[src/rtl/hwpe_stream_job_ctrl_pkg.sv]
// Shared types for the HWPE stream job controller: state encoding reused from
// the source/sink engines, plus the job control/flag bundles seen by the
// control slave.
package hwpe_stream_job_ctrl_pkg;

    localparam int unsigned HWPE_STREAM_JOB_MAX_ENG = 16;
    localparam int unsigned HWPE_STREAM_JOB_CNT_W   = 16;

    typedef enum logic [1:0] {
        STREAM_IDLE    = 2'd0,
        STREAM_START   = 2'd1,
        STREAM_WORKING = 2'd2,
        STREAM_DONE    = 2'd3
    } state_sourcesink_t;

    typedef struct packed {
        logic [HWPE_STREAM_JOB_MAX_ENG-1:0] mask;
        logic [HWPE_STREAM_JOB_CNT_W-1:0]   timeout;
    } ctrl_job_t;

    typedef struct packed {
        logic                               busy;
        logic                               done;
        logic                               err;
        logic [HWPE_STREAM_JOB_MAX_ENG-1:0] done_mask;
        logic [HWPE_STREAM_JOB_CNT_W-1:0]   cycles;
    } flags_job_t;

endpackage

[src/rtl/hwpe_stream_job_ctrl.sv]
// Job-level sequencer: latches an engine mask, hands out req_start to each
// enabled engine, collects their done pulses and reports job completion,
// with a saturating cycle counter and an optional timeout.
module hwpe_stream_job_ctrl
    import hwpe_stream_job_ctrl_pkg::*;
#(
    parameter int unsigned NB_ENG = 4,
    parameter int unsigned CNT_W  = 16
) (
    input  logic              clk_i,
    input  logic              rst_i,
    input  logic              clear_i,
    input  logic              job_start_i,
    input  logic [NB_ENG-1:0] job_mask_i,
    input  logic [CNT_W-1:0]  timeout_i,
    output logic              job_ready_o,
    output logic [NB_ENG-1:0] req_start_o,
    input  logic [NB_ENG-1:0] ready_start_i,
    input  logic [NB_ENG-1:0] eng_done_i,
    output logic              busy_o,
    output logic              job_done_o,
    output logic              job_err_o,
    output logic [NB_ENG-1:0] done_mask_o,
    output logic [CNT_W-1:0]  cycles_o,
    output state_sourcesink_t state_o
);

    state_sourcesink_t state_q;
    logic [NB_ENG-1:0] mask_q;
    logic [CNT_W-1:0]  timeout_q;
    logic [NB_ENG-1:0] started_q;
    logic [NB_ENG-1:0] done_mask_q;
    logic [CNT_W-1:0]  cycles_q;
    logic              job_ready_q;
    logic              busy_q;
    logic              job_done_q;
    logic              job_err_q;

    logic [NB_ENG-1:0] req_start;
    logic [NB_ENG-1:0] started_nxt;
    logic [NB_ENG-1:0] done_mask_nxt;
    logic [CNT_W:0]    cycles_inc;
    logic              timeout_hit;
    logic              all_started;
    logic              all_done;

    function automatic logic [CNT_W-1:0] sat_inc(input logic [CNT_W-1:0] v);
        return (&v) ? v : v + CNT_W'(1);
    endfunction

    // Handshake, done collection and timeout decode from current registers
    always_comb begin
        req_start     = (state_q == STREAM_START) ? (mask_q & ~started_q) : '0;
        started_nxt   = started_q | (req_start & ready_start_i);
        // only engines started in an earlier cycle may report done
        done_mask_nxt = done_mask_q | (eng_done_i & mask_q & started_q);
        all_started   = &(started_nxt | ~mask_q);
        all_done      = &(done_mask_nxt | ~mask_q);
        // one extra bit so a saturated counter can never match the timeout
        cycles_inc    = {1'b0, cycles_q} + (CNT_W+1)'(1);
        timeout_hit   = (timeout_q != '0) && (cycles_inc == {1'b0, timeout_q});
    end

    // Job FSM with registered status outputs
    always_ff @(posedge clk_i or posedge rst_i) begin
        if (rst_i) begin
            state_q     <= STREAM_IDLE;
            mask_q      <= '0;
            timeout_q   <= '0;
            started_q   <= '0;
            done_mask_q <= '0;
            cycles_q    <= '0;
            job_ready_q <= 1'b1;
            busy_q      <= 1'b0;
            job_done_q  <= 1'b0;
            job_err_q   <= 1'b0;
        end else if (clear_i) begin
            state_q     <= STREAM_IDLE;
            mask_q      <= '0;
            timeout_q   <= '0;
            started_q   <= '0;
            done_mask_q <= '0;
            cycles_q    <= '0;
            job_ready_q <= 1'b1;
            busy_q      <= 1'b0;
            job_done_q  <= 1'b0;
            job_err_q   <= 1'b0;
        end else begin
            case (state_q)
                STREAM_IDLE: begin
                    if (job_start_i) begin
                        state_q     <= STREAM_START;
                        mask_q      <= job_mask_i;
                        timeout_q   <= timeout_i;
                        started_q   <= '0;
                        done_mask_q <= '0;
                        cycles_q    <= '0;
                        job_ready_q <= 1'b0;
                        busy_q      <= 1'b1;
                    end
                end
                STREAM_START: begin
                    started_q   <= started_nxt;
                    done_mask_q <= done_mask_nxt;
                    cycles_q    <= sat_inc(cycles_q);
                    if (timeout_hit) begin
                        state_q    <= STREAM_DONE;
                        busy_q     <= 1'b0;
                        job_done_q <= 1'b1;
                        job_err_q  <= 1'b1;
                    end else if (all_started) begin
                        state_q <= STREAM_WORKING;
                    end
                end
                STREAM_WORKING: begin
                    done_mask_q <= done_mask_nxt;
                    cycles_q    <= sat_inc(cycles_q);
                    if (timeout_hit) begin
                        state_q    <= STREAM_DONE;
                        busy_q     <= 1'b0;
                        job_done_q <= 1'b1;
                        job_err_q  <= 1'b1;
                    end else if (all_done) begin
                        state_q    <= STREAM_DONE;
                        busy_q     <= 1'b0;
                        job_done_q <= 1'b1;
                        job_err_q  <= 1'b0;
                    end
                end
                STREAM_DONE: begin
                    state_q     <= STREAM_IDLE;
                    job_ready_q <= 1'b1;
                    job_done_q  <= 1'b0;
                    job_err_q   <= 1'b0;
                end
                default: begin
                    state_q     <= STREAM_IDLE;
                    job_ready_q <= 1'b1;
                    busy_q      <= 1'b0;
                    job_done_q  <= 1'b0;
                    job_err_q   <= 1'b0;
                end
            endcase
        end
    end

    assign req_start_o = req_start;
    assign job_ready_o = job_ready_q;
    assign busy_o      = busy_q;
    assign job_done_o  = job_done_q;
    assign job_err_o   = job_err_q;
    assign done_mask_o = done_mask_q;
    assign cycles_o    = cycles_q;
    assign state_o     = state_q;

endmodule
[config.mk]
export PLATFORM = sky130hd
export DESIGN_NAME = hwpe_stream_job_ctrl
export DESIGN_NICKNAME = d
export VERILOG_FILES = /design/src/rtl/hwpe_stream_job_ctrl_pkg.sv /design/src/rtl/hwpe_stream_job_ctrl.sv
export SDC_FILE = /design/constraint.sdc
export NUM_CORES = 1
export LEC_CHECK = 0
export ABC_AREA = 1
export CAP_MARGIN = 20
export CORE_UTILIZATION = 30
export DETAILED_ROUTE_END_ITERATION = 6
export GPL_ROUTABILITY_DRIVEN = 0
export GPL_TIMING_DRIVEN = 0
export RECOVER_POWER = 25
export SLEW_MARGIN = 5
export SYNTH_ARGS = -nofsm -noshare
export SYNTH_HDL_FRONTEND = slang
export SYNTH_SLANG_ARGS = --single-unit
[constraint.sdc]
create_clock -name clk_i -period 3.7 [get_ports clk_i]
set_clock_uncertainty 0.05 [all_clocks]
set_input_delay 0.74 -clock clk_i [delete_from_list [all_inputs] [get_ports clk_i]]
set_output_delay 0.74 -clock clk_i [all_outputs]
set_load 0.005 [all_outputs]
After elaboration in Yosys (flattened, before gate mapping):

Index checks and enable logic that the tools add are counted.

* add/sub/neg operators: 2
* equal/unequal tests: 9
* mux-type cells: 40
* bitwise logic cells: 10
* reduce and logical (&&, ||, !) cells: 22

Operators with widths (count)
* $mux W16: 6
* $pmux W16 S2: 1
* $mux W4: 7
* $add A16 B1 Y17 const B: 1
* $eq A17 B16 Y1: 1
* $add A16 B1 Y16 const B: 1
* $and A4 B4 Y4: 4
* $or A4 B4 Y4: 4
* $pmux W4 S2: 2
* $reduce_and A16 Y1: 1
* $reduce_bool A16 Y1: 1
* $mux W1: 13
* $mux W2: 6
* $reduce_and A4 Y1: 3
* $ne A3 B3 Y1 const B: 3
* $pmux W1 S3: 3
* $reduce_and A3 Y1: 3
* $reduce_bool A3 Y1: 3
* $ne A4 B4 Y1 const B: 2
* $not A4 Y4: 2
* $pmux W2 S4: 1
* $reduce_and A2 Y1: 4
* $reduce_bool A4 Y1: 2
* $eq A2 B2 Y1 const B: 2
* other kinds (6): 7

* bits in registers: 50
* input bits: 32
* word-level logic and storage cells: 93

Logic depth before layout (Yosys ltp):

Gate-level depths: netlist of run 1.

* depth in word-level cells: 11
* gate-level depth with buffers: 17
* mapped depth without buffers: 17

Least setup slack after synthesis of run 1:

No wires, ideal clock.

* kind: register to register
* from: register cycles_q[0], in the netlist cycles_o[0]
* to: register job_done_q, in the netlist job_done_o
* setup time: 0.121 ns
* arrival time: 1.858 ns
* setup slack: 1.672 ns
* cell stages (with the launch flop): 17
* period minus slack after synthesis: 2.028 ns
* cells stage by stage: dfrtp_1 > ha_1 > nand2_2 > nor2_4 > nand2_4 > nor2_4 > nand2_1 > nand2_1 > nand2_1 > nand2_1 > nand2_1 > nor2_2 > nand2_4 > nand2_2 > nand3_2 > nand2_1 > o21ai_1

* cells in the longest elaborated chain, start to end: 6

Ends and longest elaborated chain
* start, declared: line hwpe_stream_job_ctrl.sv:33 `logic [CNT_W-1:0] cycles_q;`
* start signal, assigned: line hwpe_stream_job_ctrl.sv:105 `cycles_q <= sat_inc(cycles_q);`
* start signal, assigned: line hwpe_stream_job_ctrl.sv:117 `cycles_q <= sat_inc(cycles_q);`
* $add A16 B1 Y17 (*): line hwpe_stream_job_ctrl.sv:60 `cycles_inc = {1'b0, cycles_q} + (CNT_W+1)'(1);`
* $eq A17 B16 Y1 (*): line hwpe_stream_job_ctrl.sv:61 `timeout_hit = (timeout_q != '0) && (cycles_inc == {1'b0, timeout_q});`
* $logic_and A1 B1 Y1 (*): line hwpe_stream_job_ctrl.sv:61
* $mux W1: line hwpe_stream_job_ctrl.sv:118 `if (timeout_hit) begin`
* $pmux W1 S3: line hwpe_stream_job_ctrl.sv:89 `case (state_q)`
* $mux W1: line hwpe_stream_job_ctrl.sv:77 `end else if (clear_i) begin`
* end signal, assigned: line hwpe_stream_job_ctrl.sv:75 `job_done_q <= 1'b0;`
* end signal, assigned: line hwpe_stream_job_ctrl.sv:121 `job_done_q <= 1'b1;`
* end signal, assigned: line hwpe_stream_job_ctrl.sv:126 `job_done_q <= 1'b1;`
* end, declared: line hwpe_stream_job_ctrl.sv:36 `logic job_done_q;`

Every way passes the cells marked *; elsewhere a longest branch is shown, timed or not.
A chain may end at the register's enable or synchronous reset.

Worst setup path after layout of run 1:

* from: input port clear_i
* to: register cycles_q[3], in the netlist cycles_o[3]

* cells in the longest elaborated chain, start to end: 2

Ends and longest elaborated chain
* start, declared: line hwpe_stream_job_ctrl.sv:12 `input logic clear_i,`
* $ne A3 B3 Y1 (no source line) / $reduce_bool A3 Y1 (equally long branches)
* $reduce_and A3 Y1 (no source line)

Several ways; a longest one is shown, not always the timed one.

==> results of run 1 <==
where the power goes:
group | switching (mW) | total [mW] | internal, mW
Combinational | 0.539 | 0.863 | 0.325
Sequential | 0.0723 | 0.700 | 0.628
Clock | 0.195 | 0.367 | 0.172
state kept, by name, summed over array words and instances (netlist names):
register and flops:
cycles_o 16, started_q 4, busy_o 1, job_ready_o 1, mask_q 4, done_mask_o 4
timeout_q 16, job_err_o 1, job_done_o 1, state_o 2
layout make-up:
type | instances | area, um2
buffer | 8 | 30.03
clock buffer | 7 | 96.34
clock inverter | 1 | 8.758
fill | 1109 | 6227
inverter | 68 | 255.2
multi-input combinational | 324 | 1699
sequential | 50 | 1252
tap | 136 | 170.2
timing repair buffer | 62 | 630.6
worst max-delay path, delay by kind of cell:
family / cells / cell delay (ns)
AND/OR/NAND/NOR: 3 / 0.96
AO/OA/AOI/OAI: 1 / 0.28
buffers and inverters: 4 / 1.07
cell usage in the layout, fill, tap and decap left out, types with 2 or more instances in the layout:
cell	Yosys	layout
nand2_2	9	9
o22ai_1	19	19
ha_1	6	6
nand2_1	114	114
nor3_1	4	4
o21ai_0	26	26
o21ai_1	5	5
nor2_8	2	2
clkbuf_1	8	8
nand2_4	4	4
inv_1	66	66
nand3_1	61	61
a21oi_1	7	7
clkdlybuf4s50_1	0	60
dfrtp_1	49	49
nor2_1	34	34
xor2_1	5	5
nand3_2	4	4
nor2_4	7	7
nand4_1	8	8
clkbuf_8	0	7
inv_2	2	2
cells in the mapped netlist, drive strengths merged:
library cell    n
a21oi           7
a31o            1
a31oi           1
clkbuf          8
dfrtp          49
dfstp           1
ha              6
inv            68
nand2         127
nand3          66
nand3b          1
nand4           8
nor2           44
nor3            4
o21a            1
o21ai          32
o22ai          19
o41ai           1
xnor2           1
xor2            5
cells by family (layout without fill, tap and decap cells):
family / count (synthesis) / after routing / synth area share, %
buf+inv: 76 / 146 / 8.813
xor+xnor: 6 / 6 / 1.623
fa+ha+maj: 6 / 6 / 2.319
compound gates: 62 / 62 / 10.78
flops: 50 / 50 / 38.69
simple gates: 250 / 250 / 37.77
metal layers:
metal,GRT usage (%),wire [um],up-vias
met2,30.07,4467,94
met3,2.783,545,9
met4,4.167,108,0
met5,0,0,-
met1,22.85,4159,1544
li1,-,-,1608
worst max path at each step:
stage               cells after the start  slack [ns]     endpoint
floorplan                              16        1.67   job_done_o
finish                                  8        0.81  cycles_o[3]
CTS                                     8        0.82  cycles_o[3]
global placement                        8        0.42  cycles_o[7]
detailed placement                      8        0.49  cycles_o[3]
global route                            8        0.58  cycles_o[7]
==> metrics.cfg, run 1 <==
[route]
final_antenna_net_count=0
vias=3255
remaining_drc_errors=0
vias_per_cell=4.962
drt_wl_total_um=9281
drt-initial-drc-count=158
avgRoutedWirePerCell_um=14.15
first_pass_iters=4

[die]
io_pins=62
initial_core_util_pct=31.21
rows=37
chipHeight_um=105.9
die-area_um2=11210
die_w_um=105.9
core_area_um2=10370

[worst_setup_path]
cpPeakStageDelay_ns=0.44
reg2regPathDepth=9
arrival_ns=3.06
end_kind=register
required_ns=3.87
crit_path_cell_trace=clkdlybuf4s50_1 > clkbuf_1 > nor2_1 > inv_1 > nor2_1 > nand2_1 > clkbuf_1 > o22ai_1
start_kind=input pin
r2r_end=cycles_o[3]
r2r-start=state_o[0]
crit_type=in -> reg
crit_path_max_fanout=10
cp_slowest_cell=nor2_1
startpoint=clear_i
rrSetupSlack_ns=1.02

[grt]
grt_usage_pct=17.49
first_global_vias=3215
grt_pass1_wl_um=15400
antenna_found_initial=0
grt_max_degree=38
overflow=0

[timing]
drv_slew=0
final_hold_viol_count=0
layout_min_cycle_time_ns=2.890
tightest_slew_ns=0.5941
min_period_over_period_pct=78.10
holdWs_ns=0.4529
setup_slack_ns=0.8103
fin_setup_tns_ns=0
finalSetupViolCount=0
grt_setup_unrepaired=false
max_freq_mhz=346.1
relSlewSlack_pct=60.35

[clock_tree]
post_cts_resized=0
cts_setup_buffers=0
hold_buffers=0
clock_path_buffers=2
numCtsBuffers=5
insertion_delay_ns=0.31
htreeDepth=2
clk_pin_slew_ns=0.09
cts.sinks=50
root_buffer=clkbuf_8
cts_tree=done

[layout]
area_growth_pct=27.99
n_antenna_cell=0
final_nets=557
finish.utilization_pct=39.95
stdcell_area_um2=4143
fin_cells=656
layout-drive-gt1-share_pct=8.077

[synthesis]
syn_area_um2=3237
yosysWarnings=0
syn_avg_cell_area_um2=7.193
synth-seq-cells=50
synthTopCellsByArea=dfrtp_1 38%, nand2_1 13%, nand3_1 9.4%
yosysUniqueCellTypes=30
synth_top_area_share_pct=37.88
syn-instance-count=450
synth_fp_nets=488
ys_seq_area_share_pct=38.69
synth_top_area_cell=dfrtp_1

[power]
p_leak_nw=1.911
vdd_ir_drop_max_mv=0.1954
totalPowerFinal_mw=1.931
power_density_nw_per_um2=466.0

[placed_design]
placed_cell_area_um2=4038
dp_slack_ns=0.4897
placed_cells=648
hpwl_um=7213
portBuffers=61

[min_path]
min_from=job_done_o
hold_end=job_done_o
hold_class=reg -> reg
holdPathStages=2

[flow_run]
maxCapViolations=0

[status]
outcome=complete, no violations

Note: power is estimated with default switching activity, not from simulation.
==> run 2, diff against run 1 <==
==> constraint.sdc (replaced) <==
create_clock -name clk_i -period 2.8 [get_ports clk_i]
set_clock_uncertainty 0.05 [all_clocks]
set_input_delay 0.56 -clock clk_i [delete_from_list [all_inputs] [get_ports clk_i]]
set_output_delay 0.56 -clock clk_i [all_outputs]
set_load 0.005 [all_outputs]
==> run 2 against run 1 <==
  * Design area fell by 0.27%
  * Total power increased by 32%
  * Highest routed layer unchanged
  * Largest cell class unchanged
  * Flip-flop and latch count stayed put
  * Critical path type is now reg -> out
  * Critical endpoint is now req_start_o[1]
  * Via count decreased by 1.2%
  * Combinational power is 32% higher
==> metrics.cfg, run 2 (same netlist as run 1, synthesis figures left out) <==
[worst_setup_path]
cpPeakStageDelay_ns=0.55
rrSetupSlack_ns=0.27
crit_path_max_fanout=6
cp_slowest_cell=clkdlybuf4s50_1
crit_path_cell_trace=inv_1 > ha_1 > inv_1 > nor3_1 > clkdlybuf4s50_1
crit_buf_inv=3
end_kind=output port
required_ns=2.19
cpMostUsedCell=inv_1
cpLargestDelayFamily=buffers and inverters
crit_type=reg -> out
arrival_ns=2.06
start_kind=register

[status]
outcome=complete, no violations

[flow_run]
maxCapViolations=0

[timing]
setup_slack_ns=0.1331
relSlewSlack_pct=34.39
holdWs_ns=0.4529
finalSetupViolCount=0
tightest_slew_ns=0.9841
final_hold_viol_count=0
max_freq_mhz=375.0
grt_setup_unrepaired=false
min_period_over_period_pct=95.25
drv_slew=0
layout_min_cycle_time_ns=2.667

[clock_tree]
htreeDepth=2
insertion_delay_ns=0.31
clk_pin_slew_ns=0.10
cts_tree=done
root_buffer=clkbuf_8
clock_path_buffers=2
cts.sinks=50
cts_setup_buffers=0
hold_buffers=0
numCtsBuffers=5

[die]
die-area_um2=11210
initial_core_util_pct=31.21
rows=37
die_w_um=105.9
chipHeight_um=105.9
core_area_um2=10370
io_pins=62

[layout]
regArea_um2=1252
multi_input_area_um2=1707
layout-drive-gt1-share_pct=8.478
area_growth_pct=27.64
layout_common_cells=114 x nand2_1, 66 x inv_1, 61 x nand3_1, 60 x clkdlybuf4s50_1, 49 x dfrtp_1
mostFrequentLayoutCell=nand2_1
final_nets=556
fillCellCount=1108
n_antenna_cell=0

[power]
switching_share_pct=41.91
clock_power_share_pct=19.2
switchingPower_mw=1.069
p_int_mw=1.482
p_leak_nw=1.905
power_density_nw_per_um2=617.6
vdd_ir_drop_max_mv=0.2988
seqPwrFrac_pct=36.3
totalPowerFinal_mw=2.552
p_comb_share_pct=44.6

[route]
vias_per_cell=4.910
avgRoutedWirePerCell_um=14.20
drt-initial-drc-count=143
final_antenna_net_count=0
drt_wl_total_um=9299
first_pass_iters=4
remaining_drc_errors=0
vias=3216

[placed_design]
hpwl_um=7213
portBuffers=61
dp_slack_ns=-0.2303

[min_path]
hold_class=reg -> reg

[grt]
grt_pass1_wl_um=15400
grt_max_degree=38
overflow=0
first_global_vias=3215
antenna_found_initial=0
grt_usage_pct=17.49

run 2: cell types whose count changed in the layout (fill, tap and decap cells not counted):
cell	delta
buf_12	-1
clkbuf_1	-1
clkbuf_2	+1
nor2_1	-1
nor2_2	+1
nor3_1	-1
nor3_2	+1
run 2: area by class of cell:
cell class | instances | share of cell area, %
Multi-Input combinational cell | 324 | 41.31
Clock inverter | 1 | 0.2120
Sequential cell | 50 | 30.31
Clock buffer | 7 | 2.332
Timing Repair Buffer | 62 | 14.90
Inverter | 68 | 6.178
Buffer | 7 | 0.6360
Tap cell | 136 | 4.119
run 2: power by group through the flow:
stage               clock, mW  sequential (mW)  combinational [mW]
floorplan                   0            0.922               0.729
global placement            0            0.937                1.13
detailed placement          0            0.941                1.14
CTS                     0.500            0.927                1.15
global route            0.534            0.939                1.29
finish                  0.489            0.926                1.14
run 2: tightest hold or removal path, cell delays in order (launching register included):
cell and delay [ns]:
dfrtp_1 0.36, nand2_1 0.05, o21ai_1 0.06
run 2: repair_timing:
item / 4_1_cts / 5_1_grt
endpoints found under the hold margin: 0 / 0
resized for setup: 0 / 2
setup endpoints to repair: 0 / 11
run 2: routing by layer:
metal  GRT usage (%)  routed length (um)  part of all wire (%)  vias to the layer above
met1           22.85                4302                    46                     1521
met5               0                   0                     0                        -
met4           4.167                 112                   1.2                        0
met2           30.07                4496                    48                       83
met3           2.783                 387                   4.2                        9
li1                -                   -                     -                     1603
run 2: per-stage QoR:
stage	std cells	utilization, %	setup TNS, ns	area (um2)
6_report	655	39.84	0	4131
2_1_floorplan	450	-	0	3237
3_5_place_dp	648	38.94	-1.906	4038
4_1_cts	656	39.95	0	4143
5_1_grt	655	39.84	0	4131
3_3_place_gp	647	38.74	-6.931	4018
run 2: worst paths after layout:
kind,startpoint,depth (start not counted),endpoint
max in group asynchronous,rst_i,3,job_done_o
hold reg to reg,job_done_o,2,job_done_o
min in group asynchronous,rst_i,2,mask_q[2]
setup reg to reg,state_o[0],9,cycles_o[3]
setup / recovery,state_o[1],5,req_start_o[1]
hold / removal,job_done_o,2,job_done_o
